--- src/rtl/vga_fetch_buffer.sv ---
// Ping-pong pixel buffer: an AXI read burst engine fills two banks alternately
// while VGA control drains them one pixel slot per request, with a colour-bar self test.
module vga_fetch_buffer #(
  parameter int ADDR_WIDTH = 64,
  parameter int DATA_WIDTH = 64,
  parameter int SLOT_WIDTH = 16,
  parameter int BURST_LEN  = 32,
  parameter int BAR_WIDTH  = 80
) (
  input  logic                  clk_v,
  input  logic                  rst_v,
  input  logic                  enable_i,
  input  logic                  data_req_i,
  input  logic                  self_test_i,
  input  logic [ADDR_WIDTH-1:0] base_addr_i,
  input  logic [ADDR_WIDTH-1:0] top_addr_i,
  output logic [11:0]           data_o,
  output logic                  data_valid_o,
  output logic                  underflow_o,
  output logic                  resp_err_o,
  output logic [ADDR_WIDTH-1:0] araddr_o,
  output logic [1:0]            arburst_o,
  output logic [7:0]            arlen_o,
  output logic [2:0]            arsize_o,
  output logic                  arvalid_o,
  input  logic                  arready_i,
  input  logic [DATA_WIDTH-1:0] rdata_i,
  input  logic [1:0]            rresp_i,
  input  logic                  rlast_i,
  input  logic                  rvalid_i,
  output logic                  rready_o
);

  localparam int SPB    = DATA_WIDTH / SLOT_WIDTH;
  localparam int BEAT_W = $clog2(BURST_LEN);
  localparam int SLOT_W = (SPB > 1) ? $clog2(SPB) : 1;
  localparam int BAR_W  = $clog2(BAR_WIDTH + 1);
  localparam logic [ADDR_WIDTH:0] BYTES = (ADDR_WIDTH + 1)'(BURST_LEN * DATA_WIDTH / 8);

  typedef enum logic [1:0] {IDLE, ADDR, DATA} state_t;

  state_t                  state_q;
  logic [DATA_WIDTH-1:0]   mem_q [2][BURST_LEN];
  logic [1:0]              full_q, full_d;
  logic                    fill_sel_q, rd_sel_q;
  logic [BEAT_W-1:0]       wr_cnt_q, rd_beat_q;
  logic [SLOT_W-1:0]       rd_slot_q;
  logic [ADDR_WIDTH-1:0]   next_addr_q, next_addr_d;
  logic [BAR_W-1:0]        bar_cnt_q;
  logic [2:0]              bar_idx_q;
  logic [ADDR_WIDTH-1:0]   araddr_q;
  logic                    arvalid_q, rready_q;
  logic [11:0]             data_q;
  logic                    data_valid_q, underflow_q, resp_err_q;

  logic                    beat_fire, fill_done, drain_req, drain_done;
  logic [ADDR_WIDTH:0]     addr_sum;
  logic [DATA_WIDTH-1:0]   rd_word;
  logic [11:0]             pixel;

  function automatic logic [11:0] barColour(input logic [2:0] idx);
    case (idx)
      3'd0:    return 12'h000;
      3'd1:    return 12'hfff;
      3'd2:    return 12'hf00;
      3'd3:    return 12'h0f0;
      3'd4:    return 12'h00f;
      3'd5:    return 12'hff0;
      3'd6:    return 12'h0ff;
      default: return 12'hf0f;
    endcase
  endfunction

  always_comb begin
    beat_fire  = (state_q == DATA) && rvalid_i && rready_q;
    fill_done  = beat_fire && (rlast_i || (wr_cnt_q == BEAT_W'(BURST_LEN - 1)));
    drain_req  = data_req_i && !self_test_i && full_q[rd_sel_q];
    drain_done = drain_req && (rd_slot_q == SLOT_W'(SPB - 1)) &&
                 (rd_beat_q == BEAT_W'(BURST_LEN - 1));
    // Extra carry bit keeps the top-of-frame compare honest near the address limit
    addr_sum    = {1'b0, next_addr_q} + BYTES;
    next_addr_d = (addr_sum >= {1'b0, top_addr_i}) ? base_addr_i : addr_sum[ADDR_WIDTH-1:0];
    rd_word     = mem_q[rd_sel_q][rd_beat_q];
    pixel       = rd_word[rd_slot_q*SLOT_WIDTH +: 12];
    full_d      = full_q;
    if (fill_done)  full_d[fill_sel_q] = 1'b1;
    if (drain_done) full_d[rd_sel_q]   = 1'b0;
  end

  always_ff @(posedge clk_v) begin
    if (beat_fire) mem_q[fill_sel_q][wr_cnt_q] <= (rresp_i != 2'b00) ? '0 : rdata_i;
  end

  always_ff @(posedge clk_v) begin
    if (rst_v) begin
      state_q      <= IDLE;
      full_q       <= '0;
      fill_sel_q   <= 1'b0;
      rd_sel_q     <= 1'b0;
      wr_cnt_q     <= '0;
      rd_beat_q    <= '0;
      rd_slot_q    <= '0;
      next_addr_q  <= base_addr_i;
      bar_cnt_q    <= '0;
      bar_idx_q    <= '0;
      araddr_q     <= '0;
      arvalid_q    <= 1'b0;
      rready_q     <= 1'b0;
      data_q       <= '0;
      data_valid_q <= 1'b0;
      underflow_q  <= 1'b0;
      resp_err_q   <= 1'b0;
    end else begin
      full_q <= full_d;

      case (state_q)
        IDLE: begin
          if (enable_i && !full_q[fill_sel_q]) begin
            araddr_q  <= next_addr_q;
            arvalid_q <= 1'b1;
            state_q   <= ADDR;
          end
        end
        ADDR: begin
          if (arready_i) begin
            arvalid_q <= 1'b0;
            rready_q  <= 1'b1;
            state_q   <= DATA;
          end
        end
        DATA: begin
          if (beat_fire) begin
            wr_cnt_q <= wr_cnt_q + 1'b1;
            if (rresp_i != 2'b00) resp_err_q <= 1'b1;
            if (fill_done) begin
              fill_sel_q  <= ~fill_sel_q;
              wr_cnt_q    <= '0;
              rready_q    <= 1'b0;
              next_addr_q <= next_addr_d;
              state_q     <= IDLE;
            end
          end
        end
        default: state_q <= IDLE;
      endcase

      // Self test overrides memory reads but leaves the read pointers untouched
      if (data_req_i && self_test_i) begin
        data_q       <= barColour(bar_idx_q);
        data_valid_q <= 1'b1;
        underflow_q  <= 1'b0;
        if (bar_cnt_q == BAR_W'(BAR_WIDTH - 1)) begin
          bar_cnt_q <= '0;
          bar_idx_q <= bar_idx_q + 1'b1;
        end else begin
          bar_cnt_q <= bar_cnt_q + 1'b1;
        end
      end else if (data_req_i) begin
        if (drain_req) begin
          data_q       <= pixel;
          data_valid_q <= 1'b1;
          underflow_q  <= 1'b0;
          if (drain_done) begin
            rd_sel_q  <= ~rd_sel_q;
            rd_beat_q <= '0;
            rd_slot_q <= '0;
          end else if (rd_slot_q == SLOT_W'(SPB - 1)) begin
            rd_slot_q <= '0;
            rd_beat_q <= rd_beat_q + 1'b1;
          end else begin
            rd_slot_q <= rd_slot_q + 1'b1;
          end
        end else begin
          data_valid_q <= 1'b0;
          underflow_q  <= 1'b1;
        end
      end else begin
        data_valid_q <= 1'b0;
        underflow_q  <= 1'b0;
      end

      if (!self_test_i) begin
        bar_cnt_q <= '0;
        bar_idx_q <= '0;
      end
    end
  end

  assign data_o       = data_q;
  assign data_valid_o = data_valid_q;
  assign underflow_o  = underflow_q;
  assign resp_err_o   = resp_err_q;
  assign araddr_o     = araddr_q;
  assign arvalid_o    = arvalid_q;
  assign rready_o     = rready_q;
  assign arburst_o    = 2'b01;
  assign arlen_o      = 8'(BURST_LEN - 1);
  assign arsize_o     = 3'($clog2(DATA_WIDTH / 8));

endmodule

--- config.mk ---
export PLATFORM = sky130hd
export DESIGN_NAME = vga_fetch_buffer
export DESIGN_NICKNAME = d
export VERILOG_FILES = /design/src/rtl/vga_fetch_buffer.sv
export SDC_FILE = /design/constraint.sdc
export NUM_CORES = 2
export LEC_CHECK = 0
export CAP_MARGIN = 20
export CORE_ASPECT_RATIO = 1.75
export CORE_UTILIZATION = 45
export CTS_CLUSTER_DIAMETER = 150
export CTS_CLUSTER_SIZE = 40
export DETAILED_ROUTE_END_ITERATION = 16
export SYNTH_ARGS = -nofsm -noshare
export SYNTH_HDL_FRONTEND = slang
export SYNTH_SLANG_ARGS = --single-unit
--- constraint.sdc ---
create_clock -name clk_v -period 5.6 [get_ports clk_v]
set_input_delay 1.12 -clock clk_v [delete_from_list [all_inputs] [get_ports clk_v]]
set_output_delay 1.12 -clock clk_v [all_outputs]
set_load 0.005 [all_outputs]
==> flow_summary.json <==
{
  "hpwlAfterDp_mm": 252,
  "synthAdderAreaFrac": 0.00785,
  "critPathMaxFanout": 31,
  "hp-class": "reg2reg",
  "p_comb_frac": 0.030,
  "synth-simple-area-share": 0.0289,
  "hp-start": "araddr_o[62]",
  "synth_compound_area_frac": 0.0390,
  "gp_congestion": 0.883,
  "fmax_mhz": 185,
  "synth_top_family_by_area": "multiplexers",
  "synthXorXnorAreaFrac": 0.00446,
  "r2r_slack_ps": 210,
  "gr-total-overflow": 0,
  "run_status": "complete, no violations",
  "slew_violations": 0,
  "drt_iter0_drc": 8708,
  "pwr-share-seq": 0.703,
  "drtPass1Iterations": 7,
  "cpLargestDelayFamily": "simple AND/OR/NAND/NOR gates",
  "wl_per_cell_um": 39.3,
  "arrival_ps": 5910,
  "p_int_mw": 30.2,
  "cp-start-kind": "flop",
  "final_nets": 7154,
  "vias": 69404,
  "drc": 0,
  "antenna_left": 0,
  "clockPowerShare": 0.267,
  "cts.sinks": 3246,
  "yosysWarningCount": 0,
  "ys_types": 77,
  "relSlewSlack": 0.190,
  "worst-slew-pin-transition_ps": 1210,
  "n_fill_cell": 22864,
  "h-tree-depth": 3,
  "rr_startpoint": "next_addr_q[9]",
  "core_um2": 282000,
  "setup_viol": 0,
  "viasPerCell": 6.48,
  "grt_max_degree": 69,
  "synth_area_per_cell_um2": 19.7,
  "swShare": 0.203,
  "multi_input_area_um2": 29700,
  "rr_endpoint": "next_addr_q[2]",
  "die_y_um": 706,
  "fp.dieArea_um2": 286000,
  "register_area_um2": 96400,
  "maxCapViolCount": 0,
  "rr_worst_depth": 20,
  "min_period_ps": 5390,
  "die_w_um": 404,
  "fin_crit_sh": 0.963,
  "synth-edff-count": 3136,
  "critPathMaxStageDelay_ps": 540,
  "cts_tree": "built",
  "synthArstFlopShare": 0,
  "drt-total-wl_mm": 421,
  "crit_slowest_cell": "or4_4",
  "area_delta_synth_final_pct": 10.1,
  "grt_pass1_vias": 67718,
  "holdPathEnd": "araddr_o[62]",
  "path_clk_slew_ps": 150,
  "powerDensity_nw_per_um2": 270,
  "cts_root_buffer": "clkbuf_16",
  "crit_chain": "ha_1 -> and3_1 -> nand4_4 -> or4_4 -> or3_1 -> buf_4 -> nor2_8 -> nand3_1 -> xnor2_1 -> ha_1 -> nand4_1 -> nor2_1 -> nand3_1 -> buf_4 -> or3_1 -> a31oi_1 -> a311oi_1 -> o31a_4 -> buf_12 -> nor2b_2",
  "design_area_um2": 140000,
  "holdWs_ps": 464,
  "seq_area_frac_synth": 0.755,
  "min_path_cells": 2,
  "ir_drop_uv": 268,
  "cts-buffers-inserted": 91,
  "antenna_found_initial": 32,
  "io_buffers": 266,
  "skew_ps": 57.4,
  "hold_viol_final": 0,
  "start_util": 0.452,
  "syn_inst": 6485,
  "cts_max_path_buffers": 3,
  "clk_latency_ps": 830,
  "path_class": "reg2reg",
  "muxShareOfSynthArea": 0.147,
  "ys.flop_type": "edfxtp_1",
  "required_ps": 6120,
  "path_buf_inv": 3,
  "grt_pass1_wl_mm": 567,
  "rsz0062_at_grt": "no",
  "grt.total_usage": 0.292,
  "power_leakage_nw": 37.6,
  "syn_area_um2": 128000,
  "critPathCaptureType": "flop",
  "switching_power_mw": 7.70,
  "place_area_um2": 137000,
  "rows": 258,
  "drive_gt1_frac": 0.189,
  "ios": 296,
  "ys_seq_elements": 3246
}
sequential cells by signal, summed over array words and instances (netlist names), 2 cells and up, named ones only:
name,flops
full_q,2
mem_q,3072
rd_slot_q,2
next_addr_q,64
bar_idx_q,3
data_o,12
wr_cnt_q,5
araddr_o,64
state_q,2
bar_cnt_q,7
rd_beat_q,5
worst max-delay path by stage:
| stage | to | cells past startpoint | startpoint |
|---|---|---|---|
| 6_report | next_addr_q[2] | 20 | next_addr_q[9] |
| 5_1_grt | next_addr_q[2] | 20 | next_addr_q[9] |
| 4_1_cts | next_addr_q[8] | 19 | next_addr_q[9] |
| 3_5_place_dp | next_addr_q[8] | 19 | next_addr_q[9] |
| 3_3_place_gp | next_addr_q[8] | 19 | next_addr_q[8] |
| 2_1_floorplan | next_addr_q[62] | 21 | next_addr_q[8] |
placed cells by master, fill, tap and decap left out, drive strengths merged, types with 13 or more instances in the layout:
cell	netlist	layout
inv	81	84
nor3	38	38
a211oi	59	59
clkbuf	195	129
a21oi	196	196
o221ai	49	49
o211ai	15	15
xor2	19	19
dfxtp	110	110
and3	18	18
o21ai	99	99
diode	0	20
buf	177	390
nor2	188	188
a221oi	50	50
nor2b	24	24
nand3	53	53
mux2	59	59
nand2b	20	20
ha	80	80
mux2i	435	435
a21o	20	20
edfxtp	3136	3136
o22ai	98	98
nor4	14	14
a22oi	70	70
clkdlybuf4s50	0	265
nand4	38	38
and2	56	56
nand2	306	306
a31oi	19	19
conb	2	13
mux4	603	603
xnor2	46	46
worst register-to-register path, cell delays in order, from the launching register on:
cell and delay (ps):
edfxtp_1 390, ha_1 180, and3_1 290, nand4_4 160, or4_4 540, or3_1 320, buf_4 200, nor2_8 140
nand3_1 120, xnor2_1 170, ha_1 320, nand4_1 130, nor2_1 400, nand3_1 140, buf_4 190, or3_1 370
a31oi_1 160, a311oi_1 90, o31a_4 160, buf_12 190, nor2b_2 430
layer usage:
layer  up-vias  GRT usage  share of wire
met4        12      0.170          0.070
met1     37436      0.348           0.34
met5         -          0        0.00020
met3       911     0.0443          0.086
li1      27095          -              -
met2      3950      0.501           0.50
cell usage after synthesis, types with 38 or more instances:
cell type / instances / area (um^2)
edfxtp_1: 3136 / 94200
o221ai_1: 49 / 429
a21oi_1: 196 / 981
xnor2_1: 46 / 403
mux2i_1: 435 / 4350
a22oi_1: 70 / 526
inv_1: 80 / 300
buf_2: 55 / 275
buf_4: 76 / 571
and2_1: 55 / 344
a211oi_1: 59 / 443
clkbuf_1: 195 / 732
mux2_4: 50 / 751
a221oi_1: 50 / 438
nor3_1: 38 / 190
dfxtp_1: 110 / 2200
o21ai_0: 98 / 490
nand2_1: 306 / 1150
o22ai_1: 98 / 613
mux4_2: 603 / 13600
nand3_1: 53 / 265
ha_1: 80 / 1000
nor2_1: 187 / 702
cells by family (layout without fill, tap and decap cells):
family	Yosys count	count (layout)
AND/OR/NAND/NOR	791	791
buffers and inverters	453	871
multiplexers	1097	1097
AO/OA/AOI/OAI	751	751
other	2	33
XOR/XNOR	65	65
adder cells (fa/ha/maj)	80	80
flip-flops	3246	3246
power by group through the flow:
stage | clock network [mW] | registers (mW) | logic, mW
CTS | 10.2 | 26.7 | 1.10
global placement | 0 | 27.2 | 1.07
global route | 10.8 | 26.7 | 1.23
finish | 10.1 | 26.6 | 1.14
floorplan | 0 | 27.2 | 0.534
detailed placement | 0 | 27.2 | 1.10
through the flow:
| stage | util | power, mW | setup slack, ps | setup TNS [ps] | std cells |
|---|---|---|---|---|---|
| after floorplan | - | 27.7 | 837 | 0 | 6496 |
| after global placement | 0.486 | 28.3 | -499 | -31470 | 10513 |
| after detailed placement | 0.486 | 28.3 | -459 | -27410 | 10518 |
| after CTS | 0.495 | 38.0 | 2.15 | 0 | 10653 |
| after global routing | 0.498 | 38.7 | 2.57 | 0 | 10696 |
| final | 0.498 | 37.9 | 206 | 0 | 10704 |
what timing repair did:
| action | 4_1_cts | 5_1_grt |
|---|---|---|
| endpoints found under the hold margin | 0 | 0 |
| hold buffers | 0 | 0 |
| pin swaps | 1 | 0 |
| gates resized for setup | 3 | 3 |
| endpoints found under the setup margin | 72 | 71 |
| setup buffers | 0 | 0 |
area by class of cell:
cell class | instances | area share
inverter | 81 | 0.00222
sequential | 3246 | 0.686
clock inverter | 6 | 0.000632
timing repair buffer | 655 | 0.0478
clock buffer | 129 | 0.0175
antenna | 20 | 0.000356
multi-input combinational | 2797 | 0.212
tap | 3770 | 0.0336
Power figures use the tool's default switching activity.
